**src/rtl/fl_ckpt_ctrl.sv**
```systemverilog
// ---------------------------------------------------------------------------
// fl_ckpt_ctrl -- free-list checkpoint controller for branch speculation.
//
// Each dispatched branch takes a checkpoint slot holding the free-list tail
// in effect at dispatch. Slots form a circular queue ordered oldest (head)
// to youngest (tail - 1). Correct resolves may arrive out of order. A slot is
// released only when head walks past it. A mispredict truncates the queue at
// the offending branch and, one cycle later, pulses the stored free-list tail
// out so the free list can roll back.
//
// Ports
//   clock              : system clock, rising edge
//   reset              : asynchronous, active-low reset
//   branch_dispatch_en : a branch dispatches and wants a checkpoint
//   dispatch_FL_tail   : free-list tail to save for that branch
//   resolve_en         : a branch resolves this cycle
//   resolve_tag        : checkpoint tag of the resolving branch
//   resolve_mispredict : the resolving branch mispredicted
//   flush_en           : discard every checkpoint (no rollback pulse)
//   ckpt_avail         : a free slot exists
//   ckpt_tag           : tag the next dispatched branch will receive
//   rollback_en        : one-cycle registered rollback pulse
//   FL_rollback_idx    : restored free-list tail, held between pulses
//   ckpt_count         : number of allocated slots
// ---------------------------------------------------------------------------
module fl_ckpt_ctrl #(
    parameter int NUM_CKPT = 4,
    parameter int FL_IDX_W = 5
) (
    input  logic                        clock,
    input  logic                        reset,
    input  logic                        branch_dispatch_en,
    input  logic [FL_IDX_W-1:0]         dispatch_FL_tail,
    input  logic                        resolve_en,
    input  logic [$clog2(NUM_CKPT)-1:0] resolve_tag,
    input  logic                        resolve_mispredict,
    input  logic                        flush_en,
    output logic                        ckpt_avail,
    output logic [$clog2(NUM_CKPT)-1:0] ckpt_tag,
    output logic                        rollback_en,
    output logic [FL_IDX_W-1:0]         FL_rollback_idx,
    output logic [$clog2(NUM_CKPT):0]   ckpt_count
);

    localparam int TAG_W = $clog2(NUM_CKPT);
    localparam int CNT_W = TAG_W + 1;

    // Registered state
    logic [TAG_W-1:0]    head_reg, head_next;
    logic [TAG_W-1:0]    tail_reg, tail_next;
    logic [NUM_CKPT-1:0] valid_reg, valid_next;
    logic [CNT_W-1:0]    count_reg, count_next;
    logic                rollback_en_reg;
    logic [FL_IDX_W-1:0] rollback_idx_reg;
    logic [FL_IDX_W-1:0] ckpt_idx_reg [NUM_CKPT];

    // Event qualification. Flush dominates everything; an accepted
    // mispredict kills a same-cycle dispatch (wrong-path branch).
    logic tag_live;
    logic mispredict_acc;
    logic correct_acc;
    logic alloc_acc;

    assign ckpt_avail     = (count_reg != CNT_W'(NUM_CKPT));
    assign ckpt_tag       = tail_reg;
    assign ckpt_count     = count_reg;
    assign rollback_en    = rollback_en_reg;
    assign FL_rollback_idx = rollback_idx_reg;

    assign tag_live       = valid_reg[resolve_tag];
    assign mispredict_acc = resolve_en & resolve_mispredict & tag_live & ~flush_en;
    assign correct_acc    = resolve_en & ~resolve_mispredict & tag_live & ~flush_en;
    assign alloc_acc      = branch_dispatch_en & ckpt_avail & ~mispredict_acc & ~flush_en;

    // Age of the mispredicting slot relative to head. Slots at least this old
    // (distance from head below it) survive the squash; everything from the
    // mispredicting slot onward is discarded.
    logic [TAG_W-1:0]    tag_dist;
    logic [NUM_CKPT-1:0] keep_mask;
    logic [NUM_CKPT-1:0] clr_mask;
    logic [NUM_CKPT-1:0] alloc_mask;

    assign tag_dist = resolve_tag - head_reg;

    generate
        for (genvar gi = 0; gi < NUM_CKPT; gi++) begin : g_slot
            logic [TAG_W-1:0] slot_dist;
            assign slot_dist      = TAG_W'(gi) - head_reg;
            assign keep_mask[gi]  = (slot_dist < tag_dist);
            assign clr_mask[gi]   = correct_acc && (resolve_tag == TAG_W'(gi));
            assign alloc_mask[gi] = alloc_acc && (tail_reg == TAG_W'(gi));
        end
    endgenerate

    // Next-state logic
    logic [NUM_CKPT-1:0] resolved_valid;
    logic [CNT_W-1:0]    adv;
    logic                scanning;
    logic [TAG_W-1:0]    scan_ptr;

    assign resolved_valid = valid_reg & ~clr_mask;

    always_comb begin
        head_next  = head_reg;
        tail_next  = tail_reg;
        valid_next = valid_reg;
        count_next = count_reg;
        adv        = '0;
        scanning   = 1'b1;
        scan_ptr   = head_reg;

        if (flush_en) begin
            head_next  = '0;
            tail_next  = '0;
            valid_next = '0;
            count_next = '0;
        end else if (mispredict_acc) begin
            // Head is live whenever the queue is non-empty, so it cannot
            // move here; the new occupancy is simply the distance to the tag.
            tail_next  = resolve_tag;
            valid_next = valid_reg & keep_mask;
            count_next = {1'b0, tag_dist};
        end else begin
            // Walk from head over cleared slots, bounded by the occupancy
            // seen before this cycle's allocation so a slot being written
            // right now can never be skipped.
            for (int i = 0; i < NUM_CKPT; i++) begin
                scan_ptr = head_reg + TAG_W'(i);
                if (scanning && (CNT_W'(i) < count_reg) && !resolved_valid[scan_ptr]) begin
                    adv = adv + 1'b1;
                end else begin
                    scanning = 1'b0;
                end
            end
            head_next  = head_reg + adv[TAG_W-1:0];
            valid_next = resolved_valid | alloc_mask;
            count_next = count_reg - adv + {{(CNT_W-1){1'b0}}, alloc_acc};
            if (alloc_acc) begin
                tail_next = tail_reg + 1'b1;
            end
        end
    end

    // State registers
    always_ff @(posedge clock or negedge reset) begin
        if (!reset) begin
            head_reg         <= '0;
            tail_reg         <= '0;
            valid_reg        <= '0;
            count_reg        <= '0;
            rollback_en_reg  <= 1'b0;
            rollback_idx_reg <= '0;
        end else begin
            head_reg        <= head_next;
            tail_reg        <= tail_next;
            valid_reg       <= valid_next;
            count_reg       <= count_next;
            rollback_en_reg <= mispredict_acc;
            if (mispredict_acc) begin
                rollback_idx_reg <= ckpt_idx_reg[resolve_tag];
            end
        end
    end

    // Checkpoint storage; cleared on reset, so it lives in flops.
    always_ff @(posedge clock or negedge reset) begin
        if (!reset) begin
            for (int i = 0; i < NUM_CKPT; i++) begin
                ckpt_idx_reg[i] <= '0;
            end
        end else begin
            for (int i = 0; i < NUM_CKPT; i++) begin
                if (alloc_mask[i]) begin
                    ckpt_idx_reg[i] <= dispatch_FL_tail;
                end
            end
        end
    end

endmodule

```
**config.mk**
```make
export PLATFORM = sky130hd
export DESIGN_NAME = fl_ckpt_ctrl
export DESIGN_NICKNAME = d
export VERILOG_FILES = /design/src/rtl/fl_ckpt_ctrl.sv
export SDC_FILE = /design/constraint.sdc
export NUM_CORES = 1
export LEC_CHECK = 0
export ABC_AREA = 1
export BUFFER_PORTS_ARGS = -buffer_cell sky130_fd_sc_hd__buf_4
export CORE_MARGIN = 5
export CORE_UTILIZATION = 50
export CTS_CLUSTER_DIAMETER = 80
export DETAILED_ROUTE_END_ITERATION = 7
export PLACE_DENSITY = 0.7
export SLEW_MARGIN = 20
export SYNTH_ARGS = -nofsm -noshare
export SYNTH_HDL_FRONTEND = slang
export SYNTH_SLANG_ARGS = --single-unit
```
**constraint.sdc**
```tcl
create_clock -name clock -period 5.66 [get_ports clock]
set_clock_uncertainty 0.2 [all_clocks]
set_input_delay 1.132 -clock clock [delete_from_list [all_inputs] [get_ports clock]]
set_output_delay 1.132 -clock clock [all_outputs]
set_load 0.005 [all_outputs]
```
==> Word-level counts from Yosys, hierarchy flattened <==
Index checks and enable logic that the tools add are counted.
{ "word_totals": {"regBits": 37, "inputBits": 13, "out_inout_bits": 12, "elab_cells": 129} }
{ "op_classes": {"add_sub_neg": 15, "n_lt_le_gt_ge": 14, "n_eq_ne": 8, "n_mux": 43, "bitwise_logic": 17, "n_reduce_logical": 22} }
{ "ops": {"columns": ["cell", "n"], "rows": [
  ["two-way mux 3 bit", 13],
  ["logical AND 1 bit", 15],
  ["< comparator 2 x 3 -> 1 bit (second input constant)", 5],
  ["two-way mux 1 bit", 15],
  ["binary-select mux 1 bit (select 2 bit)", 5],
  ["binary-select mux 5 bit (select 2 bit)", 1],
  ["two-way mux 2 bit", 5],
  ["two-way mux 5 bit", 2],
  ["adder 3 x 1 -> 3 bit (second input constant)", 3],
  ["AND 1 bit", 9],
  ["AND 4 bit", 2],
  ["== test 2 bit (second input constant)", 4],
  ["< comparator 2 bit", 4],
  ["two-way mux 4 bit", 2],
  ["< comparator 1 x 3 -> 1 bit (first input constant)", 2],
  ["< comparator 2 x 3 -> 1 bit (first input constant)", 2],
  ["adder 2 x 1 -> 2 bit (second input constant)", 2],
  ["adder 2 bit (second input constant)", 2],
  ["== test 2 x 1 -> 1 bit (second input constant)", 2],
  ["zero test 1 bit", 4],
  ["zero test 2 bit", 2],
  ["inverter 4 bit", 1],
  ["bitwise OR 4 bit", 1],
  ["subtractor 1 x 2 -> 2 bit (first input constant)", 2],
  ["11 further kinds", 14]
]} }

==> Logic depth before layout (Yosys ltp) <==
Gate-level depths: netlist (run 1).
{ "depth": {"ltp_word": 33, "ltp_mapped": 32, "ltp_nobuf": 32} }

==> Least setup slack after synthesis (run 1) <==
Ideal clock, no wire load.
{ "synth_path": {"path_kind": "input-to-reg", "from": "input port resolve_tag[0]", "to": "register count_reg[2], in the netlist ckpt_count[2]", "setup_ps": 119, "arrival_time_ps": 4478, "required_ps": 5341, "slack_ps": 863, "cell_stages": 32, "path_buffers": 0, "cell_sequence": "inv_2 -> nand2_1 -> nand2_1 -> nand2_1 -> nand2_2 -> nand3_1 -> nand3_1 -> nand2_2 -> nand2_1 -> nand2_1 -> nor2_1 -> nand4_1 -> inv_1 -> ha_1 -> inv_1 -> nor3_4 -> nand3_4 -> inv_2 -> nand2_1 -> nand2_1 -> inv_2 -> ha_1 -> inv_1 -> nand2_1 -> nand2_1 -> ha_1 -> inv_1 -> fa_1 -> xnor2_1 -> nand3_1 -> nand2_1 -> nor2_1"} }
{ "synth_between": {"elab_chain_cells": 33, "word_cells_on_any_way": 66, "cone_classes": "add/sub: 5; eq/ne: 3; mux: 33; bitwise: 9; reduce/logical: 16"} }
{ "synth_lines": {"columns": ["element", "line", "text"], "rows": [
  ["from (decl)", "35", "input logic [$clog2(NUM_CKPT)-1:0] resolve_tag,"],
  ["parallel branches: the longest is 31 deep, another holds inverter 4 bit", null, null],
  ["two-way mux 3 bit (*)", "117", "end else if (mispredict_acc) begin"],
  ["two-way mux 3 bit (*)", "112", "if (flush_en) begin"],
  ["via count_next[2]", "52", "logic [CNT_W-1:0] count_reg, count_next;"],
  ["to (signal assigned)", "157", "count_reg <= count_next;"],
  ["to (decl)", "52", null]
]} }
Mark *: on every way through the listed nets, which the timed path passes. The select of a mux whose other input is x is not followed.
A chain may end at the register's enable or synchronous reset.

==> Worst setup path in the final report (run 1) <==
Ends and elaborated chain as after synthesis.

==> results of run 1 <==
-- metal layers --
metal  wire [µm]  vias to the layer above  part of all wire
met5           0                        -                 0
met4         101                        0             0.019
met3         146                        8             0.028
met2        2540                       28              0.49
met1        2410                      916              0.46
li1            -                      987                 -
-- through the flow --
stage | std cells | instance area (µm²)
2_1_floorplan | 292 | 2360
5_1_grt | 372 | 2700
3_5_place_dp | 364 | 2580
6_report | 372 | 2700
4_1_cts | 372 | 2700
3_3_place_gp | 364 | 2580
-- cell families (layout without fill, tap and decap cells) --
kind of cell / count (synthesis) / in the layout / share of synthesized area
DFF: 37 / 37 / 0.392
AOI/OAI and AO/OA: 47 / 47 / 0.107
adders and majority gates: 18 / 18 / 0.105
buffers and inverters: 53 / 79 / 0.0873
and+or+nand+nor: 128 / 128 / 0.270
xor gates and xnor gates: 4 / 4 / 0.0148
muxes: 5 / 5 / 0.0238
-- placed cells by master, fill, tap and decap left out --
master      n
dfrtp_1    37
nand3_1    13
nor2_1     16
o22ai_1     7
nor3_1      2
fa_1        3
nand3_4     2
xor2_1      1
nand3b_1    4
nor3b_2     1
inv_1      42
nand2_1    73
nand2_4     2
a211oi_1    4
ha_1       15
buf_4      24
o21ai_1    18
o21ai_0    13
nand2_2     5
inv_2       5
clkbuf_1    1
xnor2_1     3
clkbuf_8    6
mux2_1      5
nand3_2     4
nor2_4      2
nor3_4      1
a21oi_1     5
bufinv_16   1
nand4_1     3
-- report_power, final --
part / internal [mW] / total [mW] / switching [mW]
Clock: 0.144 / 0.240 / 0.0968
Combinational: 0.257 / 0.604 / 0.347
Sequential: 0.371 / 0.437 / 0.0666
-- worst reg2reg max path, delay by kind of cell (launching register included) --
kind,cells,cell delay (ps)
buffers and inverters,6,380
AND/OR/NAND/NOR,20,1940
XOR/XNOR,1,200
adder cells (fa/ha/maj),4,1150
flip-flops,1,450
-- cells in the mapped netlist --
cell type and number:
clkbuf_1 2, nor3_1 2, nor2_4 2, fa_1 3, nand3b_1 4, buf_2 3
nor2_1 16, ha_1 15, nand2_2 5, inv_2 5, nand3_2 4, nand4_1 3
nand2_4 2, dfrtp_1 37, nand3_1 13, buf_4 1, inv_1 42, xor2_1 1
nor3b_2 1, o22ai_1 7, xnor2_1 3, o21ai_1 18, a21oi_1 5, a211oi_1 4
mux2_1 5, nor3_4 1, o21ai_0 13, nand2_1 73, nand3_4 2
-- layout make-up --
class                           count  area, µm²  share of cell area
Sequential cell                    37        926               0.343
Timing Repair Buffer               24        180              0.0668
Clock buffer                        7       86.3              0.0320
Multi-Input combinational cell    202       1230               0.456
Tap cell                           54       67.6              0.0250
Inverter                           47        176              0.0654
Clock inverter                      1       30.0              0.0111
-- worst min path at each step --
stage                       startpoint                 end  slack (ps)
finish              FL_rollback_idx[3]  FL_rollback_idx[3]         280
global route          ckpt_idx_reg[18]    ckpt_idx_reg[18]         310
detailed placement  FL_rollback_idx[3]  FL_rollback_idx[3]         260
floorplan             ckpt_idx_reg[15]    ckpt_idx_reg[15]         260
global placement    FL_rollback_idx[3]  FL_rollback_idx[3]         260
CTS                 FL_rollback_idx[3]  FL_rollback_idx[3]         280
==> reports/summary.txt, run 1 <==
status = complete, no violations
initial antenna violation count = 0
H-tree levels = 2
syn_area_per_cell = 8.09 µm²
fmax = 0.196 GHz
Yosys top cell by area = dfrtp_1
global-route wire length before repair = 9260 µm
Clock Path Buffers = 2
Top-Level Pins = 25
flip-flop count of the largest register after layout = 20
PostCTS Resize Cnt = 0
final hold slack = 276 ps
post-CTS setup buffers = 0
fillers = 431
Min-Delay Path Class = reg -> reg
Crit Path Max Fanout = 6
worst slew pin tran = 846 ps
nets@finish = 348
core area = 0.00466 mm²
setup ws final = 553 ps
Arr. time, crit path = 5100 ps
crit path kind = in -> reg
Syn Std Cell Area = 0.00236 mm²
CP required = 5650 ps
Routed Wire Length = 5200 µm
CP Launch Type = primary input
vias in the first global route = 1977
RR Startpoint = valid_reg[1]
die height = 78.8 µm
Vias = 1939
CTS Root Cell = clkbuf_8
site row count = 25
CP bufs+invs = 7
power density cells = 475 mW/mm²
global route hottest layer = met2
Final Wtd Congestion = 0.872
Design Power = 1.28 mW
WL per Instance = 14.0 µm
worst setup path end = ckpt_count[2]
Post-route DRC = 0
# setup viols final = 0
setup TNS = 0 ps
fin. max-slew vios = 0
post-DP HPWL = 3950 µm
#FFs+latches synth = 37
Yosys warnings = 0
Core Util, Final = 0.579
post-route ant nets = 0
internal reg-to-reg setup slack = 1220 ps
CP Depth = 29
RSZ-0062 raised after global routing = no
synth top area cells = dfrtp_1, nand2_1, ha_1, inv_1, o21ai_1
number of diodes = 0
largest net degree at the start of global routing = 38
critical path's top delay family = simple AND/OR/NAND/NOR gates
syn_nets = 323
worst skew pair latency = 300 ps
met2 GRT Util = 0.325
# port buffers = 24
post-route clock period utilization = 0.902
max incr delay on CP = 430 ps
met1 usage = 0.247
Max stage delay cell, worst path = fa_1
Remaining Overflow, GRT = 0
GR Util met3 = 0.0238
Yosys top cell area share = 0.392
hold buffer count at CTS = 0
die area = 0.00620 mm²
Max VDD drop = 0.177 mV
Distinct cells, synth = 29
Post-Synthesis Cells = 292
GRT Total Usage = 0.193
Top cell by count, worst path = nand2_1
Worst-path clk slew = 70 ps
TritonRoute pass-1 iters = 4
Area Overhead vs Synth = 14.1%
r2r endpoint = ckpt_count[2]
Hold Path Stages = 2
Setup WS pre-CTS = 251 ps
Seq/Total Area, Yosys = 0.392
Initial Util = 0.507
max_cap viols = 0
Critical Path Start = resolve_tag[0]
clk sinks = 37
final hold violations = 0
Horiz. Die Dim = 78.8 µm
TritonCTS buffer count = 5
TritonCTS clock tree = built
crit end category = register
Tmin final = 5110 ps
ratio of cells with drive above 1 in the final layout = 0.167
P_leak = 1.37 nW
vias per cell = 5.21
First DRT Iteration DRCs = 93
worst rel slew slack = 0.434
R2R depth = 31
(Power assumes the default switching activity.)
==> inputs of run 2 (changes only) <==
==> constraint.sdc (replaced) <==
create_clock -name clock -period 6.4 [get_ports clock]
set_clock_uncertainty 0.2 [all_clocks]
set_input_delay 1.28 -clock clock [delete_from_list [all_inputs] [get_ports clock]]
set_output_delay 1.28 -clock clock [all_outputs]
set_load 0.005 [all_outputs]
==> run 2 against run 1 <==
Final cell count did not move. Critical path type unchanged. Routed wire length rose by 0.67%. Critical path depth did not move. Worst setup slack improved by 540 ps. Hold slack improved by 5.8 ps. Global-route usage fell by 0.61 points. Die area did not move. Via count rose by 1.8%. Largest power group unchanged. Sequential cell count did not move. Utilization rose by 0.081 points. Non-clock buffer count did not move. Sequential power fell by 11%.
==> reports/summary.txt, run 2 (synthesis gave the netlist of run 1 again) <==
status = complete, no violations
First DRT Iteration DRCs = 128 (+38%)
die area = 0.00620 mm² (unchanged)
R2R depth = 31 (unchanged)
fin. max-slew vios = 0 (unchanged)
RR Startpoint = valid_reg[1]
internal reg-to-reg setup slack = 1950 ps (+730 ps)
Horiz. Die Dim = 78.8 µm (unchanged)
post-DP HPWL = 3970 µm (+0.46%)
Vias = 1973 (+1.8%)
post-route clock period utilization = 0.830
crit end category = register
post-CTS setup buffers = 0 (unchanged)
CTS Root Cell = clkbuf_8
most common cell after layout, fill and taps aside = nand2_1
Post-route DRC = 0 (unchanged)
Comb pwr share = 0.472 (about the same)
TritonCTS buffer count = 5 (unchanged)
GRT Total Usage = 0.187 (-0.00613)
global-route wire length before repair = 9090 µm (-1.9%)
Routed Wire Length = 5230 µm (+0.67%)
CP Launch Type = primary input
site row count = 25 (unchanged)
Arr. time, crit path = 5300 ps (+200 ps)
final hold slack = 282 ps (+5.78 ps)
worst slew pin tran = 859 ps (+12.5 ps)
post-route ant nets = 0 (unchanged)
Clock Path Buffers = 2 (unchanged)
setup ws final = 1090 ps (+537 ps)
r2r endpoint = ckpt_count[2]
hold buffer count at CTS = 0 (unchanged)
clk sinks = 37 (unchanged)
WL per Instance = 14.1 µm (+0.67%)
Final Non-Filler Cells = 372 (unchanged)
clock network fraction of total power = 0.188 (about the same)
sw frac = 0.401 (+0.00313)
vias per cell = 5.30 (+1.8%)
Crit Path Max Fanout = 6 (unchanged)
number of diodes = 0 (unchanged)
Max VDD drop = 0.213 mV (+21%)
fmax = 0.188 GHz
TritonRoute pass-1 iters = 4 (unchanged)
Worst-path clk slew = 80 ps (about the same)
Initial Util = 0.507 (unchanged)
Post-Place Cells = 364 (unchanged)
max incr delay on CP = 430 ps (about the same)
# setup viols final = 0 (unchanged)
Critical Path Start = resolve_tag[0]
worst skew pair latency = 290 ps (about the same)
Top cell by count, worst path = nand2_1
largest net degree at the start of global routing = 38 (unchanged)
# port buffers = 24 (unchanged)
worst rel slew slack = 0.425 (-0.00833)
Setup WS pre-CTS = 827 ps (+577 ps)
TritonCTS clock tree = built
max_cap viols = 0 (unchanged)
initial antenna violation count = 0 (unchanged)
flip-flop count of the largest register after layout = 20 (unchanged)
final hold violations = 0 (unchanged)
Remaining Overflow, GRT = 0 (unchanged)
sequential power share = 0.340 (about the same)
Area Overhead vs Synth = 14.3%
H-tree levels = 2 (unchanged)
commonest cells after routing, fill and taps aside = nand2_1, inv_1, dfrtp_1
worst setup path end = ckpt_count[2]
setup TNS = 0 ps (unchanged)
P_leak = 1.36 nW (about the same)
Int Power = 0.682 mW (-12%)
CP required = 6390 ps (+740 ps)
core area = 0.00466 mm² (unchanged)
PostCTS Resize Cnt = 0 (unchanged)
Top-Level Pins = 25 (unchanged)
Final Wtd Congestion = 0.872 (about the same)
Switch Pwr = 0.457 mW (-10%)
vias in the first global route = 1985 (+0.40%)
Max stage delay cell, worst path = fa_1
Min-Delay Path Class = reg -> reg
nets@finish = 348 (unchanged)
ratio of cells with drive above 1 in the final layout = 0.170 (+0.00314)
crit path kind = in -> reg
RSZ-0062 raised after global routing = no
die height = 78.8 µm (unchanged)
power density cells = 422 mW/mm² (-11%)
Tmin final = 5310 ps
-- run 2: cell types whose count changed in the layout (fill, tap and decap cells not counted) --
cell,delta
clkbuf_1,-1
clkinvlp_4,+1
-- run 2: area by class of cell --
| type | count | area [µm²] |
|---|---|---|
| fill | 421 | 1960 |
| multi-input combinational | 202 | 1230 |
| sequential | 37 | 926 |
| timing repair buffer | 24 | 180 |
| inverter | 47 | 176 |
| clock buffer | 6 | 82.6 |
| tap | 54 | 67.6 |
| clock inverter | 2 | 37.5 |
-- run 2: per-stage QoR --
stage / area, µm² / util / power [mW]
global route: 2700 / 0.580 / 1.26
global placement: 2580 / 0.554 / 0.909
finish: 2700 / 0.580 / 1.14
CTS: 2700 / 0.580 / 1.15
floorplan: 2360 / - / 0.778
detailed placement: 2580 / 0.554 / 0.929
-- run 2: worst min path at each step --
stage                               endpoint          startpoint  cells after the start
after detailed placement  FL_rollback_idx[3]  FL_rollback_idx[3]                      2
final                     FL_rollback_idx[1]  FL_rollback_idx[1]                      2
after floorplan             ckpt_idx_reg[15]    ckpt_idx_reg[15]                      1
after global placement    FL_rollback_idx[3]  FL_rollback_idx[3]                      2
after global routing      FL_rollback_idx[0]  FL_rollback_idx[0]                      2
after CTS                 FL_rollback_idx[0]  FL_rollback_idx[0]                      2
-- run 2: critical path: cells and delay by family --
family / cells / cell delay (ps)
xor gates and xnor gates: 1 / 200
adders and majority gates: 4 / 1140
buffers and inverters: 7 / 510
and+or+nand+nor: 17 / 2140
-- run 2: power groups by stage --
stage	sequential, mW	clock, mW	combinational (mW)
after detailed placement	0.393	0	0.536
after global placement	0.389	0	0.520
after floorplan	0.375	0	0.404
after global routing	0.399	0.225	0.632
after CTS	0.388	0.216	0.544
final	0.387	0.214	0.538
-- run 2: per-layer routing --
| layer | GRT usage | vias to the layer above | share of wire |
|---|---|---|---|
| li1 | - | 982 | - |
| met1 | 0.240 | 942 | 0.46 |
| met2 | 0.314 | 41 | 0.49 |
| met3 | 0.0272 | 8 | 0.039 |
| met4 | 0.0769 | 0 | 0.014 |
| met5 | 0 | - | 0 |
==> inputs of run 3 (changes only) <==
--- a/config.mk
+++ b/config.mk
@@ -11,7 +11,7 @@
 export CORE_UTILIZATION = 50
 export CTS_CLUSTER_DIAMETER = 80
 export DETAILED_ROUTE_END_ITERATION = 7
-export PLACE_DENSITY = 0.7
+export PLACE_DENSITY = 0.72
 export SLEW_MARGIN = 20
 export SYNTH_ARGS = -nofsm -noshare
 export SYNTH_HDL_FRONTEND = slang
==> constraint.sdc (replaced) <==
create_clock -name clock -period 4.54 [get_ports clock]
set_clock_uncertainty 0.2 [all_clocks]
set_input_delay 0.908 -clock clock [delete_from_list [all_inputs] [get_ports clock]]
set_output_delay 0.908 -clock clock [all_outputs]
set_load 0.005 [all_outputs]
==> run 3 against run 2 <==
Combinational power rose by 76%. Critical path type unchanged. Final area is 10% higher. Largest power group unchanged. Clock power grew 4%. Highest routed layer unchanged. Global-route usage increased by 0.48 points. Sequential cell count unchanged. Die area unchanged. Via count grew 7.2%. Non-clock buffer count rose by 31. Critical path depth grew 4.
==> reports/summary.txt, run 3 (synthesis gave the netlist of run 1 again) <==
number of diodes = 0 (unchanged)
Arr. time, crit path = 4410 ps (-890 ps)
flip-flop count of the largest register after layout = 20 (unchanged)
P_leak = 1.51 nW (+11%)
max incr delay on CP = 340 ps (-90 ps)
setup TNS = 0 ps (unchanged)
status = complete, no violations
post-route ant nets = 0 (unchanged)
Area Overhead vs Synth = 26.1%
post-route clock period utilization = 0.974
worst slew pin tran = 769 ps (-90.2 ps)
site row count = 25 (unchanged)
Placed Area = 0.00276 mm² (+7.0%)
Min-Delay Path Class = reg -> reg
ratio of cells with drive above 1 in the final layout = 0.295 (+0.125)
vias in the first global route = 2003 (+0.91%)
die height = 78.8 µm (unchanged)
vias per cell = 5.25 (-1.0%)
CTS Root Cell = clkbuf_8
fin. max-slew vios = 0 (unchanged)
worst skew pair latency = 290 ps (about the same)
Clock Path Buffers = 2 (unchanged)
core area = 0.00466 mm² (unchanged)
Max VDD drop = 0.258 mV (+21%)
Post-Place Cells = 388 (+6.6%)
nets@finish = 379 (+8.9%)
Tmin final = 4420 ps
# port buffers = 24 (unchanged)
max_cap viols = 0 (unchanged)
Worst-path clk slew = 70 ps (about the same)
crit end category = register
Crit Path Max Fanout = 5 (-1)
Vias = 2116 (+7.2%)
worst rel slew slack = 0.486 (+0.0603)
Routed Wire Length = 5520 µm (+5.4%)
Design Power = 1.71 mW (+51%)
CP required = 4530 ps (-1860 ps)
TritonCTS clock tree = built
Post-route DRC = 0 (unchanged)
hold buffer count at CTS = 0 (unchanged)
Core Util, Final = 0.639 (+0.0599)
Final Cell Area = 0.00298 mm² (+10%)
most common cell after layout, fill and taps aside = nand2_1
Final Non-Filler Cells = 403 (+8.3%)
Top-Level Pins = 25 (unchanged)
GRT Total Usage = 0.191 (+0.00481)
# setup viols final = 0 (unchanged)
H-tree levels = 2 (unchanged)
Horiz. Die Dim = 78.8 µm (unchanged)
WL per Instance = 13.7 µm (-2.7%)
global-route wire length before repair = 9270 µm (+2.0%)
internal reg-to-reg setup slack = 410 ps (-1540 ps)
largest net degree at the start of global routing = 38 (unchanged)
post-DP HPWL = 4010 µm (+0.88%)
Final Wtd Congestion = 0.873 (about the same)
TritonCTS buffer count = 5 (unchanged)
initial antenna violation count = 0 (unchanged)
power density cells = 575 mW/mm² (+36%)
crit path kind = in -> reg
CP Launch Type = primary input
fmax = 0.226 GHz
final hold violations = 0 (unchanged)
clk sinks = 37 (unchanged)
commonest cells after routing, fill and taps aside = nand2_1, buf_4, inv_1
Remaining Overflow, GRT = 0 (unchanged)
Max stage delay cell, worst path = fa_2
die area = 0.00620 mm² (unchanged)
First DRT Iteration DRCs = 117 (-8.6%)
Initial Util = 0.507 (unchanged)
TritonRoute pass-1 iters = 4 (unchanged)
-- run 3: cell types whose count changed in the layout (fill, tap and decap cells not counted), sizes merged --
cell and change:
buf +31, bufinv -1, clkinv +2, clkinvlp -1
-- run 3: layout make-up --
type | instances | area [µm²]
fill | 417 | 1680
multi-input combinational | 202 | 1300
sequential | 37 | 926
timing repair buffer | 55 | 424
inverter | 47 | 181
clock buffer | 6 | 72.6
tap | 54 | 67.6
clock inverter | 2 | 10.0
-- run 3: stage by stage --
stage | hold slack, ps | setup slack (ps)
after global routing | 311 | -128
after floorplan | 258 | 34.6
after detailed placement | 260 | -215
after CTS | 278 | 93.2
after global placement | 258 | -113
final | 273 | 117
-- run 3: routing by layer --
metal | part of all wire | up-vias | global-route usage
met5 | 0 | - | 0
met4 | 0.020 | 0 | 0.0629
met3 | 0.043 | 13 | 0.0363
met2 | 0.50 | 53 | 0.319
met1 | 0.43 | 1001 | 0.250
li1 | - | 1049 | -
-- run 3: critical path, delay by kind of cell --
family / cells / cell delay [ps]
buffers and inverters: 8 / 500
adders and majority gates: 4 / 1070
xor gates and xnor gates: 1 / 160
and+or+nand+nor: 20 / 1770
-- run 3: final timing paths --
kind,to,depth (start not counted),from
worst min-delay path,FL_rollback_idx[0],2,FL_rollback_idx[0]
min in group asynchronous,FL_rollback_idx[3],1,reset
worst min register to register,FL_rollback_idx[0],2,FL_rollback_idx[0]
worst max-delay path,ckpt_count[2],33,resolve_tag[0]
worst max register to register,ckpt_count[2],31,valid_reg[1]
max in group asynchronous,ckpt_tag[1],1,reset
-- run 3: power breakdown --
group | internal, mW | switching [mW]
registers | 0.462 | 0.0837
logic | 0.444 | 0.501
clock network | 0.106 | 0.116
total | 1.01 | 0.701
-- run 3: timing repair --
| action | in CTS | in global routing |
|---|---|---|
| buffers inserted | 0 | 7 |
| hold endpoints to repair | 0 | 0 |
| resized for setup | 0 | 25 |
| endpoints found under the setup margin | 0 | 2 |
